===== src/rtl/knap_search.sv =====
// Exhaustive 5-item knapsack search: one candidate per SCAN cycle, best-value selection kept.
// Latency: done pulses 33 cycles after start is sampled; start is ignored while busy.
// Optional KNAP_SEARCH_EARLY_EXIT_EN: finish right after the first valid candidate.
module knap_search #(
    parameter logic [7:0] VAL_A      = 8'd4,
    parameter logic [7:0] VAL_B      = 8'd2,
    parameter logic [7:0] VAL_C      = 8'd2,
    parameter logic [7:0] VAL_D      = 8'd1,
    parameter logic [7:0] VAL_E      = 8'd10,
    parameter logic [7:0] WGT_A      = 8'd12,
    parameter logic [7:0] WGT_B      = 8'd1,
    parameter logic [7:0] WGT_C      = 8'd2,
    parameter logic [7:0] WGT_D      = 8'd1,
    parameter logic [7:0] WGT_E      = 8'd4,
    parameter logic [7:0] MIN_VALUE  = 8'd15,
    parameter logic [7:0] MAX_WEIGHT = 8'd15
) (
    input  logic       clk,
    input  logic       rst,
    input  logic       start,
    output logic       busy,
    output logic       done,
    output logic       found,
    output logic [4:0] best_sel,
    output logic [7:0] best_value,
    output logic [7:0] best_weight,
    output logic [5:0] valid_count
);

`ifdef KNAP_SEARCH_EARLY_EXIT_EN
    localparam logic EARLY_EXIT = 1'b1;
`else
    localparam logic EARLY_EXIT = 1'b0;
`endif

    typedef enum logic [1:0] {IDLE, SCAN, DONE} state_t;

    state_t     state;
    logic [4:0] cand;
    logic [7:0] cand_value;
    logic [7:0] cand_weight;
    logic       cand_ok;

    // Bit 4 selects item A down to bit 0 selecting item E.
    always_comb begin
        cand_value  = (cand[4] ? VAL_A : 8'd0) + (cand[3] ? VAL_B : 8'd0)
                    + (cand[2] ? VAL_C : 8'd0) + (cand[1] ? VAL_D : 8'd0)
                    + (cand[0] ? VAL_E : 8'd0);
        cand_weight = (cand[4] ? WGT_A : 8'd0) + (cand[3] ? WGT_B : 8'd0)
                    + (cand[2] ? WGT_C : 8'd0) + (cand[1] ? WGT_D : 8'd0)
                    + (cand[0] ? WGT_E : 8'd0);
        cand_ok     = (cand_value >= MIN_VALUE) && (cand_weight <= MAX_WEIGHT);
    end

    always_ff @(posedge clk) begin
        if (rst) begin
            state       <= IDLE;
            cand        <= 5'd0;
            busy        <= 1'b0;
            done        <= 1'b0;
            found       <= 1'b0;
            best_sel    <= 5'd0;
            best_value  <= 8'd0;
            best_weight <= 8'd0;
            valid_count <= 6'd0;
        end else begin
            case (state)
                IDLE: begin
                    done <= 1'b0;
                    if (start) begin
                        state       <= SCAN;
                        busy        <= 1'b1;
                        cand        <= 5'd0;
                        found       <= 1'b0;
                        best_sel    <= 5'd0;
                        best_value  <= 8'd0;
                        best_weight <= 8'd0;
                        valid_count <= 6'd0;
                    end
                end
                SCAN: begin
                    cand <= cand + 5'd1;
                    if (cand_ok) begin
                        valid_count <= valid_count + 6'd1;
                        found       <= 1'b1;
                        // Strict compare keeps the lower-indexed candidate on ties.
                        if (!found || (cand_value > best_value)) begin
                            best_sel    <= cand;
                            best_value  <= cand_value;
                            best_weight <= cand_weight;
                        end
                    end
                    if ((cand == 5'd31) || (EARLY_EXIT && cand_ok)) begin
                        state <= DONE;
                        busy  <= 1'b0;
                        done  <= 1'b1;
                    end
                end
                DONE: begin
                    state <= IDLE;
                    done  <= 1'b0;
                end
                default: begin
                    state <= IDLE;
                    busy  <= 1'b0;
                    done  <= 1'b0;
                end
            endcase
        end
    end

endmodule


===== config.mk =====
export PLATFORM = sky130hd
export DESIGN_NAME = knap_search
export DESIGN_NICKNAME = d
export VERILOG_FILES = /design/src/rtl/knap_search.sv
export SDC_FILE = /design/constraint.sdc
export NUM_CORES = 1
export LEC_CHECK = 0
export CAP_MARGIN = 25
export CORE_MARGIN = 4
export CORE_UTILIZATION = 46
export CTS_BUF_LIST = sky130_fd_sc_hd__clkbuf_16
export CTS_CLUSTER_SIZE = 12
export DETAILED_ROUTE_END_ITERATION = 6
export PLACE_DENSITY_LB_ADDON = 0.2
export SLEW_MARGIN = 20
export SYNTH_ARGS = -nofsm -noshare
export SYNTH_HDL_FRONTEND = slang
export SYNTH_SLANG_ARGS = --single-unit

===== constraint.sdc =====
create_clock -name clk -period 2.83 [get_ports clk]
set_clock_uncertainty 0.05 [all_clocks]
set_input_delay 0.283 -clock clk [delete_from_list [all_inputs] [get_ports clk]]
set_output_delay 0.283 -clock clk [all_outputs]
set_load 0.03 [all_outputs]

==> results by group <==
Outcome
  • Status: complete, no violations

Synth
  • Syn_area_per_cell: 9.05 sq um
  • Post-Syn Area: 1660 sq um
  • Post-synthesis register bit count: 30
  • Synth async-reset ratio: 0%
  • Mapped Cells: 183
  • Dominant synthesized flop cell: dfxtp_1
  • Synth warn: 0
  • Post-synth EDFFs: 0
  • Post-synthesis sequential area ratio: 36.3%
  • Distinct cells, synth: 43

Power and ir drop
  • LEAKAGE: 0.885 nW
  • Worst IR Drop VDD: 0.000339 V
  • Pwr Total: 0.981 mW
  • Pwr Density: 473 nW/um^2

Worst setup path
  • Reg2reg path depth: 8
  • Top Family by Delay on Critical Path: adder cells
  • Worst Path Required: 2.93 ns
  • Critical path cell sequence: fa_1 > ha_1 > ha_1 > a41oi_2 > or3_4 > a211o_1 > buf_4 > mux2i_1
  • Crit path from: cand[0]
  • CP max FO: 13
  • Worst path bufs/invs: 1
  • RR Startpoint: cand[0]
  • Critical path class: flip-flop to flip-flop
  • CP max stage cell: fa_1
  • Peak per-stage delay on the critical path: 0.44 ns
  • CP Launch Type: flip-flop
  • Arrival @ worst endpoint: 2.79 ns
  • Crit path top cell by count: ha_1
  • Kind of end point of the critical path: flip-flop
  • Critical Path Stages: 8

Global routing
  • Vias in the first global route: 1392
  • Total GRT Usage: 17.4%
  • First-pass GRT wire length: 5970 um
  • GR Overflow Total: 0
  • Initial antenna violation count: 0
  • Largest net degree at the start of global routing: 18

Drt
  • First DRT Iteration DRCs: 72
  • First-pass detailed-route iteration total: 4
  • DRT Wirelength: 3360 um
  • Post-DRT Antenna Nets: 0
  • DRC: 0
  • Via density: 5.14
  • Routed via count: 1341
  • WL/cell: 12.9 um

Clock network
  • CTS Buffer Depth: 2
  • CTS buffer count: 5
  • Post-CTS sizing: 0
  • CTS tree: built
  • Setup repair bufs after CTS: 0
  • Clock transition at the registers of the reported paths: 0.05 ns
  • Htree depth: 2
  • Cts hold-fix bufs: 0
  • Root Driver: clkbuf_16
  • Clock sink count: 30
  • Worst skew pair latency: 0.27 ns

Cells and area
  • Most common library cell in the layout ignoring fill and taps: nand2_1
  • Layout cell share with drive strength beyond 1: 12.1%
  • Commonest non-fill, non-tap cells in the layout: nand2_1 (32), dfxtp_1 (30), clkdlybuf4s50_1 (26)
  • Layout area overhead: 25.2%
  • ANT cells: 0
  • # nets final: 234

Die
  • Die area: 4620 sq um
  • Die height: 68.0 um
  • Core area: 3420 sq um
  • Initial Util: 48.5%
  • FP Rows: 21
  • IO Count: 33
  • Die extent in x: 68.0 um

Timing
  • # setup viols final: 0
  • RSZ-0062 raised after global routing: no
  • Fin crit period: 2.69 ns
  • Max Clk Rate: 372 MHz
  • Period utilization: 95.1%
  • Setup_tns: 0 ns
  • Final hold vios: 0
  • Max-slew violations: 0

Flow run
  • Max_cap viols: 0

Min path
  • Hold Crit Depth: 2
  • Min-Delay Path Class: flip-flop to flip-flop
  • Hold_sp: best_weight[3]

Placement
  • Final GP Congestion: 0.782
  • # port buffers: 26
  • Post-DP HPWL: 2470 um
==> kinds of logic (layout without fill, tap and decap cells) <==
kind of cell	after synthesis	in the layout	synth area share (%)
flip-flops	30	30	36.3
adder cells (fa/ha/maj)	15	15	11.8
AND/OR/NAND/NOR	72	72	21.3
multiplexers	17	17	10.4
buffers and inverters	23	50	9.07
AO/OA/AOI/OAI	23	23	9.83
other	1	6	0.227
XOR/XNOR	2	2	1.06
==> path summary, 6_finish.rpt <==
path	endpoint	slack, ns
setup / recovery	best_sel[0]	0.14
hold / removal	best_weight[3]	0.41
setup reg to reg	best_sel[0]	0.14
hold reg to reg	best_weight[3]	0.41
==> state kept, by name, indices dropped and copies added, names as in the netlist <==
register and count:
done 1, valid_count 6, found 1, best_weight 5, busy 1, cand 5
best_sel 5, best_value 4, state 2
==> worst min-delay path, cell delays in order (launching register included) <==
cell and delay, ns:
dfxtp_1 0.30, nand2_1 0.05, mux2i_1 0.05
==> metrics by stage <==
| stage | util, % | cells | hold slack (ns) | worst slack, ns | instance area, sq um |
|---|---|---|---|---|---|
| 6_report | 60.7 | 261 | 0.405 | 0.140 | 2070 |
| 5_1_grt | 60.7 | 261 | 0.437 | 0.00376 | 2070 |
| 4_1_cts | 60.7 | 261 | 0.410 | 0.124 | 2070 |
| 3_5_place_dp | 56.9 | 255 | 0.404 | 0.179 | 1940 |
| 3_3_place_gp | 56.9 | 255 | 0.394 | 0.234 | 1940 |
| 2_1_floorplan | - | 188 | 0.425 | 0.172 | 1670 |
==> report_power, final <==
| group | switching, mW | total [mW] | internal (mW) |
|---|---|---|---|
| registers | 0.00464 | 0.432 | 0.428 |
| logic | 0.0463 | 0.0730 | 0.0268 |
| clock network | 0.165 | 0.476 | 0.311 |
==> cells in the mapped netlist (2+ instances only) <==
master,count,area (sq um)
a21o_1,2,15.0
a21oi_1,6,30.0
a22oi_1,3,22.5
a31oi_1,3,18.8
buf_4,8,60.1
clkbuf_1,2,7.51
dfxtp_1,30,601
ha_1,14,175
inv_1,9,33.8
mux2_2,2,22.5
mux2i_1,15,150
nand2_1,32,120
nand3_1,8,40.0
nor2_1,11,41.3
nor2b_1,2,12.5
nor3_1,5,25.0
o21ai_0,2,10.0
or3_2,3,22.5
xnor2_1,2,17.5
==> per-layer routing <==
metal | track usage, % | share of wire [%]
met1 | 20.4 | 45
met2 | 28.9 | 49
met3 | 3.94 | 2.8
met4 | 10.2 | 2.5
met5 | 0 | 0
==> cell type report <==
cell class | instances | area, sq um
fill | 319 | 1340
multi-input combinational | 135 | 923
sequential | 30 | 601
timing repair buffer | 35 | 328
clock buffer | 5 | 125
tap | 46 | 57.6
inverter | 9 | 33.8
clock inverter | 1 | 3.75
Power figures use the tool's default switching activity.
